## src/rtl/phy_tx_lanes_if.sv

```systemverilog
`timescale 1ns/1ps
`default_nettype none
// ---------------------------------------------------------------------------
// phy_tx_lanes_if : word-input valid/ready handshake for phy_tx_lanes
// Revision 1.0
// ---------------------------------------------------------------------------
interface phy_tx_lanes_if #(
  parameter int WORD_W = 32
);
  logic [WORD_W-1:0] in_data;
  logic              in_valid;
  logic              in_ready;

  modport master (output in_data, output in_valid, input in_ready);
  modport slave  (input in_data, input in_valid, output in_ready);
endinterface
`default_nettype wire

```

## src/rtl/phy_tx_lanes.sv

```systemverilog
`timescale 1ns/1ps
`default_nettype none
// ---------------------------------------------------------------------------
// phy_tx_lanes : round-robin striping of words onto NUM_LANES serial lanes
// Revision 1.0
// ---------------------------------------------------------------------------
module phy_tx_lanes #(
  parameter int               NUM_LANES  = 2,
  parameter int               WORD_W     = 32,
  parameter int               SYM_W      = 8,
  parameter int               FIFO_DEPTH = 4,
  parameter logic [SYM_W-1:0] IDLE_SYM   = 8'hBC
) (
  input  logic                 clk,
  input  logic                 reset,
  phy_tx_lanes_if.slave        in_if,
  output logic [NUM_LANES-1:0] serial_o,
  output logic [NUM_LANES-1:0] lane_active,
  output logic                 frame_sync
);

  localparam int                CNT_W      = $clog2(WORD_W);
  localparam int                RR_W       = (NUM_LANES > 1) ? $clog2(NUM_LANES) : 1;
  localparam int                PTR_W      = $clog2(FIFO_DEPTH);
  localparam int                LVL_W      = PTR_W + 1;
  localparam logic [WORD_W-1:0] IDLE_FRAME = {(WORD_W / SYM_W){IDLE_SYM}};

  logic [CNT_W-1:0]     bit_cnt_q, bit_cnt_d;
  logic [RR_W-1:0]      rr_ptr_q, rr_ptr_d;
  logic [NUM_LANES-1:0] full;
  logic                 load;
  logic                 accept;

  assign load           = (bit_cnt_q == CNT_W'(WORD_W - 1));
  // Ready looks only at registered state so it never depends on in_valid.
  assign in_if.in_ready = !reset && !full[rr_ptr_q];
  assign accept         = in_if.in_valid && in_if.in_ready;
  assign frame_sync     = !reset && (bit_cnt_q == '0);

  always_comb begin
    bit_cnt_d = load ? '0 : bit_cnt_q + CNT_W'(1);
    rr_ptr_d  = rr_ptr_q;
    if (accept) begin
      rr_ptr_d = (rr_ptr_q == RR_W'(NUM_LANES - 1)) ? '0 : rr_ptr_q + RR_W'(1);
    end
  end

  always_ff @(posedge clk) begin
    if (reset) begin
      bit_cnt_q <= '0;
      rr_ptr_q  <= '0;
    end else begin
      bit_cnt_q <= bit_cnt_d;
      rr_ptr_q  <= rr_ptr_d;
    end
  end

  for (genvar i = 0; i < NUM_LANES; i++) begin : g_lane
    logic [WORD_W-1:0] mem_q [FIFO_DEPTH];
    logic [PTR_W-1:0]  wr_q;
    logic [PTR_W-1:0]  rd_q;
    logic [LVL_W-1:0]  lvl_q;
    logic [WORD_W-1:0] shreg_q;
    logic              act_q;
    logic              push;
    logic              pop;

    assign push    = accept && (rr_ptr_q == RR_W'(i));
    // The load decision uses the pre-edge level, so a same-edge push is not seen.
    assign pop     = load && (lvl_q != '0);
    assign full[i] = (lvl_q == LVL_W'(FIFO_DEPTH));

    assign serial_o[i]    = reset ? IDLE_SYM[SYM_W-1] : shreg_q[WORD_W-1];
    assign lane_active[i] = act_q;

    always_ff @(posedge clk) begin
      if (push) begin
        mem_q[wr_q] <= in_if.in_data;
      end
    end

    always_ff @(posedge clk) begin
      if (reset) begin
        wr_q    <= '0;
        rd_q    <= '0;
        lvl_q   <= '0;
        shreg_q <= IDLE_FRAME;
        act_q   <= 1'b0;
      end else begin
        if (push) begin
          wr_q <= wr_q + PTR_W'(1);
        end
        if (pop) begin
          rd_q <= rd_q + PTR_W'(1);
        end
        case ({push, pop})
          2'b10:   lvl_q <= lvl_q + LVL_W'(1);
          2'b01:   lvl_q <= lvl_q - LVL_W'(1);
          default: lvl_q <= lvl_q;
        endcase
        if (load) begin
          shreg_q <= pop ? mem_q[rd_q] : IDLE_FRAME;
          act_q   <= pop;
        end else begin
          shreg_q <= {shreg_q[WORD_W-2:0], 1'b0};
        end
      end
    end
  end

endmodule
`default_nettype wire
```

## src/flat_wrapper.sv

```systemverilog
// flat-port wrapper written by rule: the top's interface ports become plain ports
module phy_tx_lanes_flat 
#(
  parameter int               NUM_LANES  = 2,
  parameter int               WORD_W     = 32,
  parameter int               SYM_W      = 8,
  parameter int               FIFO_DEPTH = 4,
  parameter logic [SYM_W-1:0] IDLE_SYM   = 8'hBC
)
  (clk, reset, serial_o, lane_active, frame_sync, in_if_in_data, in_if_in_valid, in_if_in_ready);
  phy_tx_lanes_if #(.WORD_W(WORD_W)) in_if_i ();
  input  logic clk;
  input  logic reset;
  output logic [NUM_LANES-1:0] serial_o;
  output logic [NUM_LANES-1:0] lane_active;
  output logic frame_sync;
  input wire logic [$bits(in_if_i.in_data)-1:0] in_if_in_data;
  input wire logic [$bits(in_if_i.in_valid)-1:0] in_if_in_valid;
  output wire logic [$bits(in_if_i.in_ready)-1:0] in_if_in_ready;
  assign in_if_i.in_data = in_if_in_data;
  assign in_if_i.in_valid = in_if_in_valid;
  assign in_if_in_ready = in_if_i.in_ready;
  phy_tx_lanes #(.NUM_LANES(NUM_LANES), .WORD_W(WORD_W), .SYM_W(SYM_W), .FIFO_DEPTH(FIFO_DEPTH), .IDLE_SYM(IDLE_SYM)) u_core (.clk(clk), .reset(reset), .in_if(in_if_i), .serial_o(serial_o), .lane_active(lane_active), .frame_sync(frame_sync));
endmodule
```

## config.mk

```make
export PLATFORM = sky130hd
export DESIGN_NAME = phy_tx_lanes_flat
export DESIGN_NICKNAME = d
export VERILOG_FILES = /design/src/rtl/phy_tx_lanes_if.sv /design/src/rtl/phy_tx_lanes.sv /design/src/flat_wrapper.sv
export SDC_FILE = /design/constraint.sdc
export NUM_CORES = 1
export LEC_CHECK = 0
export ABC_AREA = 1
export CAP_MARGIN = 0
export CORE_UTILIZATION = 60
export DETAILED_ROUTE_END_ITERATION = 16
export GPL_ROUTABILITY_DRIVEN = 0
export PLACE_DENSITY_LB_ADDON = 0.25
export SYNTH_ARGS = -nofsm -noshare
export SYNTH_HDL_FRONTEND = slang
export SYNTH_SLANG_ARGS = --single-unit
export TNS_END_PERCENT = 1
```

## constraint.sdc

```tcl
create_clock -name clk -period 4.3 [get_ports clk]
set_input_delay 0.43 -clock clk [delete_from_list [all_inputs] [get_ports clk]]
set_output_delay 0.43 -clock clk [all_outputs]
set_load 0.01 [all_outputs]
```

==> out/metrics.yaml, run 1 <==
status: "complete, no violations"
critPathLaunchType: "primary input"
maxCapViolations: 0
power_density_nw_per_um2: 474
place.port_buffers: 40
syn_area_um2: 12800
rsz0062_at_grt: "false"
cts_buffer_depth: 3
clock-sinks: 346
cts.reportedPaths.clkPinSlew_ns: 0.06
first_pass_iters: 5
ys_types: 28
hold_class: "flop to flop"
crit_arrival_ns: 2.87
ios: 41
path_max_fanout: 23
fp.dieW_um: 148
worstPathCellList: "clkdlybuf4s50_1 -> inv_2 -> nand3_1 -> nor2_2 -> nand2_2 -> nor2_4 -> buf_4"
slowest_stage: "nor2_4"
synthesis.nets: 1048
setup_viol: 0
p_leak_nw: 5.03
yosysWarningCount: 0
seq_area_frac_synth_pct: 74.0
yosys-top-cells-area: "edfxtp_1 60%, dfxtp_1 14%, nor2_1 5.9%, o21ai_0 5.0%, o22a_1 3.0%"
ys_seq_elements: 346
synth_cells: 998
dpl_cell_area_um2: 13500
ir_drop_mv: 0.343
via_per_inst: 5.87
min_period_over_period_pct: 61.9
wl_um: 28200
ys_top_cells_by_count: "256 x edfxtp_1, 200 x nor2_1, 127 x o21ai_0, 90 x dfxtp_1, 44 x o22a_1"
vias: 7837
cp.buffers_inverters: 3
initial_utilization_pct: 61.2
syn2layout_area_growth_pct: 14.0
slew_headroom_pct: 23.5
gr-total-overflow: 0
htree_num_levels: 2
postCtsHoldBufs: 0
root_buffer: "clkbuf_16"
fin_nets: 1084
setup_tns_ns: 0
synth_edf_count: 256
tightestPinTransition_ns: 1.15
diodes: 0
yosys.cell_count.top_type: "edfxtp_1"
die_area_um2: 22000
dp_hpwl_um: 15700
fin_crit_ns: 2.66
synthArstFlopShare_pct: 0
grt_pass1_wl_um: 43300
syn_avg_cell_area_um2: 12.8
power_mw: 6.92
clock_latency_ns: 0.52
cp_top_family: "buffers and inverters"
synth_top_area_cell: "edfxtp_1"
end_kind: "flop"
cts-buffers-inserted: 35
hold_viol_final: 0
dr.first_iter.drc_count: 683
dp.cells: 1272
grt_pass1_vias: 7809
fp-row-count: 53
fin_util_pct: 69.7
remaining_drc_errors: 0
crit_type: "primary input to flop"
max_stage_delay_ns: 0.64
antenna_found_initial: 0
slew_viol_final: 0
fp.dieH_um: 148
grt_max_degree: 66
final_area_um2: 14600
finalClockSkew_ns: 0.0204
core_um2: 21000
ant_nets: 0
fin_cells: 1336
cts_tree: "built"
grt.total_usage_pct: 26.3
cp.required_ns: 4.51
max_freq_ghz: 0.376
postCtsSetupBuffers: 0
layout-drive-gt1-share_pct: 10.9
synth.top_cell.area_share_pct: 60.0
cts_resized: 0
avgRoutedWirePerCell_um: 21.1
synthFlopType: "edfxtp_1"
[power breakdown]
part / leakage [nW] / switching (mW) / internal [mW]
registers: 3.06 / 0.0233 / 3.65
logic: 1.40 / 0.141 / 0.0765
clock network: 0.575 / 1.25 / 1.77
[cell usage in the layout (no fill, tap or decap), drive strengths merged]
cell	instances
clkdlybuf4s50	40
o21ai	143
o22a	44
nand4	1
buf	12
o21bai	1
clkbuf	49
nand3	8
edfxtp	256
a31oi	18
nor2	204
nor3	1
o211ai	18
bufinv	2
a21oi	41
inv	48
ha	13
fa	2
clkinv	9
nand2	39
and3	1
or2	20
clkinvlp	1
dfxtp	90
[path summary, 6_finish.rpt]
path	start	end	slack [ns]	depth (start not counted)
worst min register to register	u_core.g_lane[0].shreg_q[24]$_SDFF_PP0_	u_core.g_lane[0].shreg_q[25]$_SDFF_PP0_	0.44	2
worst min-delay path	u_core.g_lane[0].shreg_q[24]$_SDFF_PP0_	u_core.g_lane[0].shreg_q[25]$_SDFF_PP0_	0.44	2
worst max register to register	u_core.bit_cnt_q[0]$_SDFF_PP0_	u_core.g_lane[0].lvl_q[2]$_SDFFE_PP0P_	1.70	13
worst max-delay path	reset	u_core.g_lane[0].mem_q[0][20]$_DFFE_PP_	1.64	7
[worst reg2reg max path: stages, from the launching register on]
cell	delay, ns
dfxtp_1	0.39
ha_1	0.19
nand2_1	0.09
nor2_1	0.11
ha_1	0.22
inv_1	0.13
a21oi_4	0.21
ha_1	0.18
inv_1	0.07
fa_1	0.39
a21oi_1	0.17
o21ai_0	0.13
o21ai_0	0.16
a21oi_1	0.06
[sequential cells by signal, summed over array words and instances (netlist names), named ones only]
name and count:
u_core.g_lane.mem_q 256, u_core.g_lane.act_q 2, u_core.g_lane.shreg_q 64, u_core.g_lane.lvl_q 6, u_core.g_lane.wr_q 4, u_core.rr_ptr_q 1
u_core.g_lane.rd_q 4, u_core.bit_cnt_q 5
[kinds of logic (layout without fill, tap and decap cells)]
kind of cell             after synthesis  count (layout)  synth area share [%]
AO/OA/AOI/OAI                        265             265                  12.4
adder cells (fa/ha/maj)               15              15                  1.58
buffers and inverters                 98             161                  3.36
AND/OR/NAND/NOR                      274             274                  8.68
flip-flops                           346             346                  74.0
[cell type report]
type / instances / area (um^2)
well taps: 275 / 344
repair buffers: 52 / 490
flip-flops and latches: 346 / 9490
clock buffers: 49 / 1010
fillers: 1415 / 6350
inverters: 45 / 169
multi-input cells: 554 / 2960
clock inverters: 15 / 145
[layer usage]
metal  GRT usage [%]  vias up  routed length (um)
li1                -     3632                   -
met5               0        -                   0
met2            42.8      265               13700
met4            8.97        0                 693
met3            4.60       51                1800
met1            36.2     3889               11900
[metrics by stage]
stage	hold WS, ns	setup WS (ns)
after floorplan	0.406	1.61
after global placement	0.419	1.19
after detailed placement	0.433	1.08
after CTS	0.439	1.60
after global routing	0.460	1.44
final	0.443	1.64
No activity file was read; power rests on OpenSTA's default activity.
==> run 2: changes to the inputs <==
==> constraint.sdc (replaced) <==
create_clock -name clk -period 2.7 [get_ports clk]
set_input_delay 0.27 -clock clk [delete_from_list [all_inputs] [get_ports clk]]
set_output_delay 0.27 -clock clk [all_outputs]
set_load 0.01 [all_outputs]
==> run 2 against run 1 <==
Compared with the run above: sequential cell count stayed put; utilization is 0.64 points higher; setup slack worse by 1.4 ns; non-clock buffer count is 22 higher; sequential share of layout area is 0.60 points lower; register-to-register slack worse by 1.5 ns; sequential power is 59% higher; clock power is 50% higher; combinational power is 59% higher; wire length is 1.9% lower; first-iteration DRC count is 5.0% lower; highest routed layer unchanged.
==> out/metrics.yaml, run 2 (same netlist as run 1, synthesis figures left out) <==
status: "complete, no violations"  # unchanged
max_stage_delay_ns: 0.44  # was 0.64 ns
cts_tree: "built"  # unchanged
fin_util_pct: 70.4  # was 69.7%
htree_num_levels: 2  # unchanged
ir_drop_mv: 0.591  # was 0.343 mV
layout_setup_ws_ns: 0.213  # was 1.64 ns
max_freq_ghz: 0.402
gr-total-overflow: 0  # unchanged
hold_class: "flop to flop"  # unchanged
min_path_cells: 2  # unchanged
antenna_found_initial: 0  # unchanged
pwr-share-comb_pct: 3.2  # was 3.1%
finalClockSkew_ns: 0.0110  # was 0.0204 ns
r2r_cells: 13  # unchanged
avgRoutedWirePerCell_um: 20.4  # was 21.1 um
ant_nets: 0  # unchanged
largest_register_ffs: 256  # unchanged
hold_viol_final: 0  # unchanged
cp_num_cells: 13  # was 7
cp_top_family: "adder cells"  # was buffers and inverters
core_um2: 21000  # unchanged
vias: 7912  # was 7837
fin_nets: 1106  # was 1084
seqPwrFrac_pct: 54.6  # was 53.2%
fp.dieH_um: 148  # unchanged
tightestPinTransition_ns: 0.657  # was 1.15 ns
power_density_nw_per_um2: 728  # was 474 nW/um^2
postCtsSetupBuffers: 0  # unchanged
fin_cells: 1358  # was 1336
rsz0062_at_grt: "false"  # unchanged
switching_share_pct: 20.4  # about the same
crit_arrival_ns: 2.89  # was 2.87 ns
cp.required_ns: 3.10  # was 4.51 ns
root_buffer: "clkbuf_16"  # unchanged
syn2layout_area_growth_pct: 15.0  # was 14.0%
clock_latency_ns: 0.52  # about the same
diodes: 0  # unchanged
cp.buffers_inverters: 2  # was 3
fill_cells: 1441  # was 1415
slowest_stage: "fa_1"  # was nor2_4
layout_common_cells: "256 x edfxtp_1, 192 x nor2_1, 127 x o21ai_0"  # unchanged
slew_headroom_pct: 56.2  # was 23.5%
r2r-start: "u_core.bit_cnt_q[0]$_SDFF_PP0_"  # unchanged
power.switching_mw: 2.19  # was 1.41 mW
postCtsHoldBufs: 0  # unchanged
end_kind: "flop"  # unchanged
r2r_setup_slack_ns: 0.21  # was 1.70 ns
place.port_buffers: 40  # unchanged
cts_buffer_depth: 3  # unchanged
dp_hpwl_um: 16300  # was 15700 um
clock-sinks: 346  # unchanged
final_common_cell: "edfxtp_1"  # unchanged
min_to: "u_core.g_lane[0].shreg_q[17]$_SDFF_PP0_"  # was u_core.g_lane[0].shreg_q[25]$_SDFF_PP0_
setup_viol: 0  # unchanged
dp.cells: 1294  # was 1272
remaining_drc_errors: 0  # unchanged
cts_resized: 0  # unchanged
min_period_over_period_pct: 92.1
grt_max_degree: 65  # was 66
reg2reg_to: "u_core.g_lane[1].lvl_q[2]$_SDFFE_PP0P_"  # was u_core.g_lane[0].lvl_q[2]$_SDFFE_PP0P_
grt_pass1_wl_um: 43200  # was 43300 um
top_regs: "u_core.g_lane.mem_q x256, u_core.g_lane.shreg_q x64, u_core.g_lane.lvl_q x6"  # unchanged
dr.first_iter.drc_count: 649  # was 683
cts.reportedPaths.clkPinSlew_ns: 0.06  # about the same
p_int_mw: 8.55  # was 5.51 mW
first_pass_iters: 5  # unchanged
maxCapViolations: 0  # unchanged
initial_utilization_pct: 61.2  # unchanged
ios: 41  # unchanged
via_per_inst: 5.83  # was 5.87
grt.total_usage_pct: 26.3  # about the same
slew_viol_final: 0  # unchanged
path_max_fanout: 4  # was 23
layout-drive-gt1-share_pct: 12.2  # was 10.9%
grt_pass1_vias: 7828  # was 7809
crit_top_cell: "ha_1"
fp-row-count: 53  # unchanged
regMostFlops: "u_core.g_lane.mem_q"  # unchanged
crit_type: "flop to flop"  # was primary input to flop
critPathLaunchType: "flop"  # was primary input
wl_um: 27600  # was 28200 um
cts-buffers-inserted: 35  # unchanged
p_leak_nw: 5.10  # was 5.03 nW
power_mw: 10.7  # was 6.92 mW
worstHoldStart: "u_core.g_lane[0].shreg_q[16]$_SDFF_PP0_"  # was u_core.g_lane[0].shreg_q[24]$_SDFF_PP0_
worstPathCellList: "ha_1 -> nand2_1 -> nor2_1 -> ha_1 -> inv_1 -> a21oi_4 -> ha_1 -> inv_1 -> fa_1 -> a21oi_1 -> o21ai_0 -> o21ai_0 -> a21oi_1"  # was clkdlybuf4s50_1 -> inv_2 -> nand3_1 -> nor2_2 -> nand2_2 -> nor2_4 -> buf_4
fin_crit_ns: 2.49
fp.dieW_um: 148  # unchanged
dpl_worst_slack_ns: 0.248  # was 1.08 ns
die_area_um2: 22000  # unchanged
setup_tns_ns: 0  # unchanged
pwr-share-clk_pct: 42.2  # was 43.7%
==> run 2: cell count changes in the layout (fill, tap and decap cells not counted), sizes merged <==
cell / previous run / this run
buf: 12 / 34
clkinv: 9 / 7
clkinvlp: 1 / 3
bufinv: 2 / 1
clkbuf: 49 / 50
==> run 2: worst min-delay path, stage by stage, from the launching register on <==
cell and delay, ns:
dfxtp_1 0.30, nand2_1 0.05, o21ai_0 0.06
==> run 2: metal layers <==
metal  global-route usage (%)  up-vias  routed length (um)
li1                         -     3690                   -
met1                     35.9     3888               11700
met2                     44.1      287               13600
met3                     4.05       47                1790
met4                     7.73        0                 542
met5                        0        -                   0
==> run 2: layout make-up <==
cell class	count	area, um^2	area share [%]
well taps	275	344	2.33
multi-input cells	554	2960	20.1
flip-flops and latches	346	9490	64.4
clock inverters	14	113	0.764
inverters	45	169	1.15
repair buffers	74	706	4.79
clock buffers	50	962	6.53
==> run 2: metrics by stage <==
stage,hold WS (ns),area [um^2]
finish,0.439,14700
global placement,0.421,13700
detailed placement,0.428,13700
CTS,0.443,14700
floorplan,0.339,12800
global route,0.457,14700
==> run 2: worst max path at each step <==
stage,start,end,slack (ns)
5_1_grt,u_core.bit_cnt_q[0]$_SDFF_PP0_,u_core.g_lane[1].lvl_q[2]$_SDFFE_PP0P_,0.07
2_1_floorplan,u_core.g_lane[0].lvl_q[2]$_SDFFE_PP0P_,u_core.g_lane[0].mem_q[0][0]$_DFFE_PP_,0.02
3_3_place_gp,u_core.bit_cnt_q[0]$_SDFF_PP0_,u_core.g_lane[1].lvl_q[2]$_SDFFE_PP0P_,0.34
6_report,u_core.bit_cnt_q[0]$_SDFF_PP0_,u_core.g_lane[1].lvl_q[2]$_SDFFE_PP0P_,0.21
3_5_place_dp,u_core.bit_cnt_q[0]$_SDFF_PP0_,u_core.g_lane[1].lvl_q[2]$_SDFFE_PP0P_,0.25
4_1_cts,u_core.bit_cnt_q[0]$_SDFF_PP0_,u_core.g_lane[1].lvl_q[2]$_SDFFE_PP0P_,0.24
==> run 2: power groups by stage <==
| stage | Clock, mW | Combinational, mW | Sequential [mW] |
|---|---|---|---|
| CTS | 4.57 | 0.346 | 5.86 |
| detailed placement | 0 | 0.342 | 5.97 |
| global placement | 0 | 0.332 | 5.97 |
| global route | 4.78 | 0.381 | 5.87 |
| finish | 4.53 | 0.345 | 5.86 |
| floorplan | 0 | 0.154 | 5.96 |
